## src/rtl/cpu_types_pkg.sv

```systemverilog
// Shared pipeline types: word type, next-PC select encoding and PC-unit states.
package cpu_types_pkg;

   localparam int unsigned WORD_BITS = 32;
   typedef logic [WORD_BITS-1:0] word_t;

   localparam int unsigned PC_STEP = 4;

   typedef enum logic [1:0] {
      PC_SEQ = 2'd0,
      PC_BR  = 2'd1,
      PC_J   = 2'd2,
      PC_JR  = 2'd3
   } pcsrc_t;

   typedef enum logic [1:0] {
      RUN     = 2'd0,
      PENDING = 2'd1,
      HALTED  = 2'd2
   } pc_state_t;

endpackage

```

## src/rtl/pc_target_mux.sv

```systemverilog
// Selects the redirect target by PCSrc, forces word alignment, flags misaligned raw targets.
module pc_target_mux
   import cpu_types_pkg::*;
#(
   parameter int unsigned WORD_W = 32
) (
   input  logic [1:0]        pcsrc,
   input  logic [WORD_W-1:0] br_target,
   input  logic [WORD_W-1:0] j_target,
   input  logic [WORD_W-1:0] jr_target,
   output logic [WORD_W-1:0] target,
   output logic              misaligned
);

   logic [WORD_W-1:0] raw;

   always_comb begin
      raw = '0;
      case (pcsrc_t'(pcsrc))
         PC_BR:   raw = br_target;
         PC_J:    raw = j_target;
         PC_JR:   raw = jr_target;
         default: raw = '0;
      endcase
   end

   assign target     = {raw[WORD_W-1:2], 2'b00};
   assign misaligned = |raw[1:0];

endmodule

```

## src/rtl/pc_redirect_unit.sv

```systemverilog
// Architectural PC owner: applies redirects immediately, or holds a stalled one until PC_WEN.
module pc_redirect_unit
   import cpu_types_pkg::*;
#(
   parameter logic [31:0]  PC_INIT = 32'h00000000,
   parameter int unsigned  WORD_W  = 32
) (
   input  logic              CLK,
   input  logic              RST,
   input  logic              PC_WEN,
   input  logic [1:0]        PCSrc,
   input  logic              branching,
   input  logic              jumping,
   input  logic [WORD_W-1:0] br_target,
   input  logic [WORD_W-1:0] j_target,
   input  logic [WORD_W-1:0] jr_target,
   input  logic              ihit,
   input  logic              halt,
   output logic [WORD_W-1:0] pc,
   output logic [WORD_W-1:0] npc,
   output logic              imemREN,
   output logic              redirect_pending,
   output logic              redirect_applied,
   output logic              misalign_err
);

   pc_state_t         state;
   logic [WORD_W-1:0] pend_target;
   logic [WORD_W-1:0] target;
   logic              misaligned;
   logic              redirect_req;

   // ihit is already folded into PC_WEN by the hazard unit
   logic unused_ihit;
   assign unused_ihit = ihit;

   pc_target_mux #(.WORD_W(WORD_W)) u_target_mux (
      .pcsrc      (PCSrc),
      .br_target  (br_target),
      .j_target   (j_target),
      .jr_target  (jr_target),
      .target     (target),
      .misaligned (misaligned)
   );

   assign redirect_req     = (PCSrc != 2'b00) && (branching || jumping);
   assign npc              = pc + WORD_W'(PC_STEP);
   assign imemREN          = (state != HALTED);
   assign redirect_pending = (state == PENDING);

   always_ff @(posedge CLK) begin
      if (RST) begin
         pc               <= WORD_W'(PC_INIT);
         state            <= RUN;
         pend_target      <= '0;
         redirect_applied <= 1'b0;
         misalign_err     <= 1'b0;
      end else begin
         redirect_applied <= 1'b0;
         if (state == HALTED) begin
            state <= HALTED;
         end else if (halt) begin
            state <= HALTED;
         end else if (state == PENDING) begin
            // newer requests are wrong-path; only the captured target is honoured
            if (PC_WEN) begin
               pc               <= pend_target;
               redirect_applied <= 1'b1;
               state            <= RUN;
            end
         end else if (PC_WEN) begin
            if (redirect_req) begin
               pc               <= target;
               redirect_applied <= 1'b1;
               misalign_err     <= misalign_err | misaligned;
            end else begin
               pc <= npc;
            end
         end else if (redirect_req) begin
            pend_target  <= target;
            misalign_err <= misalign_err | misaligned;
            state        <= PENDING;
         end
      end
   end

endmodule
```

## config.mk

```make
export PLATFORM = sky130hd
export DESIGN_NAME = pc_redirect_unit
export DESIGN_NICKNAME = d
export VERILOG_FILES = /design/src/rtl/cpu_types_pkg.sv /design/src/rtl/pc_target_mux.sv /design/src/rtl/pc_redirect_unit.sv
export SDC_FILE = /design/constraint.sdc
export NUM_CORES = 1
export LEC_CHECK = 0
export ABC_CLOCK_PERIOD_IN_PS = 5500
export BUFFER_PORTS_ARGS = -buffer_cell sky130_fd_sc_hd__buf_2
export CAP_MARGIN = 20
export CORE_MARGIN = 3
export CORE_UTILIZATION = 54
export DETAILED_ROUTE_END_ITERATION = 6
export HOLD_SLACK_MARGIN = 0.02
export PLACE_DENSITY = 0.88
export SKIP_CTS_REPAIR_TIMING = 1
export SYNTH_ARGS = -nofsm -noshare
export SYNTH_HDL_FRONTEND = slang
export SYNTH_SLANG_ARGS = --single-unit
```

## constraint.sdc

```tcl
create_clock -name CLK -period 5.5 [get_ports CLK]
set_input_delay 0.275 -clock CLK [delete_from_list [all_inputs] [get_ports CLK]]
set_output_delay 0.275 -clock CLK [all_outputs]
set_load 0.01 [all_outputs]
```

# After elaboration in Yosys (flattened, before gate mapping)
# Cells that the tools add are included.
# word_totals
input_bits,105
wordCells,49
reg_bits,66
# op_classes
add_sub_neg,1
mux,15
n_eq_ne,10
bitwise_logic,5
n_reduce_logical,12
# op_table
op,count
two-way mux 32 bit,4
case mux 32 bit (3 select lines),1
adder 32 x 3 -> 32 bit (second input constant),1
two-way mux 2 bit,6
AND reduction 3 bit,3
== test 2 bit (second input constant),3
AND reduction 5 bit,1
== test 2 x 1 -> 1 bit (second input constant),2
two-way mux 1 bit,4
inequality test 2 bit (second input constant),2
inequality test 4 x 1 -> 1 bit (second input constant),1
inequality test 4 x 3 -> 1 bit (second input constant),1
inverter 1 bit,4
AND reduction 4 bit,1
nonzero test 2 bit,2
nonzero test 4 bit,1
OR reduction 3 bit,1
inequality test 2 x 1 -> 1 bit (second input constant),1
OR reduction 2 bit,1
logical AND 1 bit,1
logical OR 1 bit,1
OR 1 bit,1

# Depth between registers and ports, before layout
# Gate-level depths: netlist of run 1.
# logic_depth
word_depth,7
mapped_depth,9
depth_no_buf,7

# By module
# Synthesis of run 1 repeated with hierarchy kept, for this count alone.
# hier_totals
hier_cells,617
area_unflattened_um2,4752.1
# by_module_without_submodules
mod,area_per_inst_um2,cells_each,instances
pc_redirect_unit,4053.9,538,1
pc_target_mux,698.2,79,1

# Worst setup path after synthesis of run 1
# OpenSTA, ideal clock, no wires.
# synth_path
path_kind,reg2out
start,reg pc[17]
end,out npc[31]
stages_incl_launch_ff,7
path_buffers,2
path_slack_ns,3.330
required_time_ns,5.225
arrival_time_ns,1.895
path_cell_list,dfxtp_1 -> clkbuf_1 -> nand3_1 -> or3_1 -> clkbuf_1 -> o31a_1 -> or2_2
# synth_via
elab_chain_cells,1
# synth_lines
element,line,source
"start, declared",pc_redirect_unit.sv:19,"output logic [WORD_W-1:0] pc,"
"start signal, assigned",pc_redirect_unit.sv:53,pc <= WORD_W'(PC_INIT);
"start signal, assigned",pc_redirect_unit.sv:67,pc <= pend_target;
"start signal, assigned",pc_redirect_unit.sv:73,pc <= target;
adder 32 x 3 -> 32 bit,pc_redirect_unit.sv:47,assign npc = pc + WORD_W'(PC_STEP);
"end, declared",pc_redirect_unit.sv:20,"output logic [WORD_W-1:0] npc,"
# No other way between the ends.

# Worst setup path in the final report of run 1
# layout_path
start,reg pc[4]
end,out npc[27]
# The elaborated chain is that of the path after synthesis.

==> results of run 1 <==
-- synthesized netlist by cell type, types with 4 or more instances --
cell / instances
a211oi_1: 10
xnor2_1: 17
inv_1: 10
or4_1: 6
a221oi_1: 25
dfxtp_1: 64
o21ai_0: 18
nand3_1: 20
a21oi_1: 40
clkbuf_1: 42
nand2_1: 38
nor2_1: 76
ha_1: 4
o211ai_1: 5
a221o_1: 11
nand4b_1: 4
and3_1: 4
nor4_1: 10
nor3_1: 34
xor2_1: 9
mux2_2: 27
mux2i_1: 11
a22oi_1: 6
nand4_1: 5
buf_2: 5
buf_4: 4
-- critical path, delay by kind of cell (launching register included) --
kind	cells	cell delay, ns
buffers and inverters	1	0.14
and+or+nand+nor	3	1.74
xor gates and xnor gates	1	0.12
DFF	1	0.50
-- registers in the layout, summed over array words and instances (netlist names) --
register and cells:
pc 30, pend_target 30, state 2, misalign_err 1, redirect_applied 1
-- path summary, 6_finish.rpt --
kind                    from         endpoint  slack (ns)
min reg2reg  pend_target[12]  pend_target[12]        0.47
max                    pc[4]          npc[27]        2.39
min             br_target[5]            pc[5]        0.21
max reg2reg         state[0]           pc[18]        2.56
-- per-layer routing --
layer	wire, um	share of wire [%]
met1	5710	40
met2	6840	47
met3	1500	10
met4	383	2.7
met5	0	0
-- area by class of cell --
type	count	area, sq um
clock buffer	12	165
clock inverter	3	40.0
fill	657	2400
inverter	10	37.5
multi-input combinational	446	2940
sequential	64	1280
tap	102	128
timing repair buffer	173	901
-- cell families (layout without fill, tap and decap cells) --
family | Yosys count | in the layout | share of synthesized area (%)
buf+inv | 66 | 198 | 6.09
other cells | 1 | 4 | 0.0841
flops | 64 | 64 | 28.7
simple gates | 225 | 225 | 25.8
fa+ha+maj | 4 | 4 | 1.12
compound gates | 149 | 149 | 23.8
xor+xnor | 26 | 26 | 5.11
mux | 38 | 38 | 9.28
-- power by group --
part	switching [mW]	total, mW	internal, mW
Sequential	0.0330	0.524	0.491
Combinational	0.164	0.292	0.127
Clock	0.189	0.432	0.243
==> impl_metrics.yaml, run 1 <==
clock_tree:
  ctsLongestPathBuffers: 2
  cts_inserted_buffers: 9
  htree_levels: 3
  cts.clk_slew.worst_paths_ns: 0.07
  clock_latency_ns: 0.35
  cts_sinks: 64
  root_buffer: "clkbuf_8"
  cts_tree: "yes"
logic_synthesis:
  yosysUniqueCellTypes: 62
  synth_area_leaders: "dfxtp_1 29%, mux2_2 6.8%, nor2_1 6.4%"
  ys_seq_area_share_pct: 28.7
  synth_area_sq_um: 4460
  synthArstFlopShare_pct: 0
  yosys_warnings: 0
  synth_top_area_share_pct: 28.7
  yosysTopAreaCell: "dfxtp_1"
  synthCells: 573
  synth-edff-count: 0
  synth_seq_cells: 64
  synth_area_per_cell_sq_um: 7.78
  synth_ff_type: "dfxtp_1"
pwr:
  leakagePower_nw: 2.38
  p_per_area_nw_per_um2: 227
  power.total_mw: 1.25
  ir_drop_v: 0.000132
place:
  routabilityCongestion: 0.898
  place_inst: 794
  dp_hpwl_mm: 10.1
  pre_cts_ws_ns: 2.67
  portBuffers: 167
  place_area_sq_um: 5260
worst_hold_path:
  min_path_cells: 3
  hold_class: "in -> reg"
sta:
  fmax_ghz: 0.321
  slew_violations: 0
  maxSlewHeadroom_pct: 20.6
  fin_tns_setup_ns: 0
  post-route-min-period_ns: 3.11
  whs_ns: 0.212
  layout_setup_ws_ns: 2.39
  setup_viol: 0
  rsz0062_at_grt: "false"
  worst_pin_slew_ns: 1.19
  hold_viol: 0
  fin_skew_ns: 0.00725
  finalCritPeriodShare_pct: 56.6
die:
  start_util_pct: 56.6
  fp.dieH_um: 96.9
  ios: 173
  die_x_um: 96.9
  die_area_sq_um: 9390
  coreArea_sq_um: 7890
  row_count: 32
worst_setup_path:
  critPathArrivalTime_ns: 2.84
  worstPathRequired_ns: 5.22
  cpPeakStageDelay_ns: 1.03
  crit_fanout: 14
  crit_slowest_cell: "nor4_1"
  end_kind: "primary output"
  cp-start-kind: "flip-flop"
  worstSetupPathType: "reg -> out"
  reg2reg_depth: 6
  worstPathCellList: "nand4_2 > nor4_1 > and3_1 > xnor2_1 > buf_2"
routing:
  dr.pass1.iters: 5
  drc: 0
  wire_per_inst_um: 17.8
  via_count: 5157
  wirelength_mm: 14.4
  drt_iter0_drc: 575
  ant_nets: 0
  vias_per_cell: 6.37
global_route:
  grt_pass1_vias: 4836
  grt_busiest_layer: "met2"
  antenna_found_initial: 0
  gr-total-overflow: 0
  use_met1_pct: 38.5
  track_usage_pct: 29.8
  grt_util_met3_pct: 7.43
  grt_max_degree: 71
  gr-usage-met2_pct: 48.4
  grt_first_pass_wirelength_mm: 23.5
finish:
  diodes: 0
  drive_gt1_share_pct: 32.2
  mostFrequentLayoutCell: "buf_2"
  final_cells: 810
  synthToLayoutAreaGrowth_pct: 23.1
  utilization_pct: 69.6
  mostFrequentLayoutCells: "167 x buf_2, 76 x nor2_1, 64 x dfxtp_1"
  finalInstanceArea_sq_um: 5490
  fin_nets: 813
outcome:
  status: "finished clean"
job:
  maxCapViolCount: 0
Power figures use the tool's default switching activity.
==> run 2: changes to the inputs <==
--- a/config.mk
+++ b/config.mk
@@ -5,14 +5,14 @@
 export SDC_FILE = /design/constraint.sdc
 export NUM_CORES = 1
 export LEC_CHECK = 0
-export ABC_CLOCK_PERIOD_IN_PS = 5500
+export ABC_CLOCK_PERIOD_IN_PS = 2600
 export BUFFER_PORTS_ARGS = -buffer_cell sky130_fd_sc_hd__buf_2
 export CAP_MARGIN = 20
 export CORE_MARGIN = 3
-export CORE_UTILIZATION = 54
+export CORE_UTILIZATION = 45
 export DETAILED_ROUTE_END_ITERATION = 6
 export HOLD_SLACK_MARGIN = 0.02
-export PLACE_DENSITY = 0.88
+export PLACE_DENSITY = 0.79
 export SKIP_CTS_REPAIR_TIMING = 1
 export SYNTH_ARGS = -nofsm -noshare
 export SYNTH_HDL_FRONTEND = slang
==> constraint.sdc (replaced) <==
create_clock -name CLK -period 2.6 [get_ports CLK]
set_input_delay 0.13 -clock CLK [delete_from_list [all_inputs] [get_ports CLK]]
set_output_delay 0.13 -clock CLK [all_outputs]
set_load 0.01 [all_outputs]
==> impl_metrics.yaml, run 2 (same netlist as run 1, synthesis figures left out) <==
clock_tree:
  cts.clk_slew.worst_paths_ns: 0.07
  root_buffer: "clkbuf_8"
  cts_tree: "yes"
  htree_levels: 3
  cts_sinks: 64
  clock_latency_ns: 0.34
  cts_inserted_buffers: 9
  ctsLongestPathBuffers: 2
pwr:
  clkPwrFrac_pct: 38.4
  ir_drop_v: 0.000273
  p_int_mw: 2.01
  p_per_area_nw_per_um2: 493
  power_frac_comb_pct: 22.5
  swShare_pct: 29.3
  power.total_mw: 2.84
  leakagePower_nw: 2.51
  p_seq_share_pct: 39.1
  p_sw_mw: 0.831
finish:
  top_regs: "pc x30, pend_target x30, state x2"
  fin_nets: 836
  synthToLayoutAreaGrowth_pct: 29.1
  drive_gt1_share_pct: 35.7
  mostFrequentLayoutCells: "167 x buf_2, 76 x nor2_1, 59 x dfxtp_1"
  mostFrequentLayoutCell: "buf_2"
  diodes: 0
  fill_cells: 839
die:
  fp.dieH_um: 106
  row_count: 35
  die_x_um: 106
  start_util_pct: 47.4
  die_area_sq_um: 11100
  coreArea_sq_um: 9420
  ios: 173
worst_setup_path:
  reg2reg_depth: 7
  crit_fanout: 8
  cpPeakStageDelay_ns: 0.52
  crit_family: "simple AND/OR/NAND/NOR gates"
  end_kind: "primary output"
  crit_buf_inv: 1
  crit_slowest_cell: "or3_1"
  cp.depth: 5
  cp-startpoint: "pc[17]"
  critPathArrivalTime_ns: 2.33
  r2r-start: "state[0]"
  worstSetupPathType: "reg -> out"
  worstPathRequired_ns: 2.47
  cp-start-kind: "flip-flop"
  worstPathCellList: "nand3_1 > or3_1 > o31a_1 > or2_2 > buf_2"
place:
  portBuffers: 167
  dp_hpwl_mm: 11.4
  routabilityCongestion: 0.910
  pre_cts_ws_ns: 0.359
sta:
  slew_violations: 0
  finalCritPeriodShare_pct: 94.8
  setup_viol: 0
  fmax_ghz: 0.406
  worst_pin_slew_ns: 0.702
  hold_viol: 0
  post-route-min-period_ns: 2.46
  layout_setup_ws_ns: 0.136
  rsz0062_at_grt: "false"
  fin_skew_ns: 0.0115
  maxSlewHeadroom_pct: 52.8
global_route:
  grt_pass1_vias: 4970
  grt_max_degree: 48
  gr-total-overflow: 0
  antenna_found_initial: 0
  track_usage_pct: 26.5
  grt_first_pass_wirelength_mm: 24.2
worst_hold_path:
  hold_class: "in -> reg"
  min_path_cells: 3
  hp-start: "br_target[5]"
routing:
  vias_per_cell: 6.02
  drc: 0
  ant_nets: 0
  wire_per_inst_um: 17.6
  wirelength_mm: 15.2
  drt_iter0_drc: 498
  dr.pass1.iters: 5
  via_count: 5187
outcome:
  status: "finished clean"
job:
  maxCapViolCount: 0
[run 2: cell types whose count changed in the layout (fill, tap and decap cells not counted), moves of 2 or more]
cell       change
buf_4         +24
bufinv_16      +2
dfxtp_1        -5
dfxtp_2        +5
or4_1          -2
or4_4          +2
[run 2: path summary, 6_finish.rpt]
check / to / slack, ns
worst min-delay path: pc[5] / 0.06
worst max-delay path: npc[31] / 0.14
worst max register to register: pend_target[15] / 0.32
worst min register to register: pend_target[19] / 0.46
[run 2: worst reg2reg max path, stage by stage, from the launching register on]
cell,delay (ns)
dfxtp_1,0.39
inv_1,0.06
ha_1,0.28
or2_2,0.36
or4_1,0.50
buf_4,0.23
a221oi_1,0.24
nor3_1,0.08
[run 2: metal layers]
metal | up-vias | GRT usage (%) | part of all wire (%)
li1 | 2430 | - | -
met3 | 44 | 5.88 | 10
met5 | - | 0 | 0
met2 | 331 | 42.5 | 46
met4 | 0 | 11.3 | 2.8
met1 | 2382 | 34.4 | 41
[run 2: area by class of cell]
class / count / area, sq um / share of cell area, %
Multi-Input combinational cell: 446 / 2970 / 51.5
Sequential cell: 64 / 1290 / 22.4
Timing Repair Buffer: 196 / 1050 / 18.3
Tap cell: 129 / 161 / 2.80
Clock buffer: 11 / 151 / 2.63
Clock inverter: 5 / 103 / 1.78
Inverter: 10 / 37.5 / 0.652
[run 2: per-stage QoR]
| stage | cells | hold slack, ns | instance area (sq um) | util, % | TNS [ns] |
|---|---|---|---|---|---|
| after global routing | 861 | 0.0616 | 5760 | 61.2 | 0 |
| final | 861 | 0.0619 | 5760 | 61.2 | 0 |
| after CTS | 859 | 0.0614 | 5710 | 60.7 | -0.0245 |
| after floorplan | 576 | 0.256 | 4470 | - | 0 |
| after global placement | 843 | 0.416 | 5460 | 58.0 | 0 |
| after detailed placement | 843 | 0.418 | 5460 | 58.0 | 0 |
[run 2: power groups by stage]
stage          Sequential [mW]  Combinational (mW)  Clock, mW
6_report                  1.11               0.639       1.09
5_1_grt                   1.12               0.699       1.15
4_1_cts                   1.10               0.632       1.09
3_5_place_dp              1.13               0.630          0
3_3_place_gp              1.12               0.614          0
2_1_floorplan             1.12               0.373          0
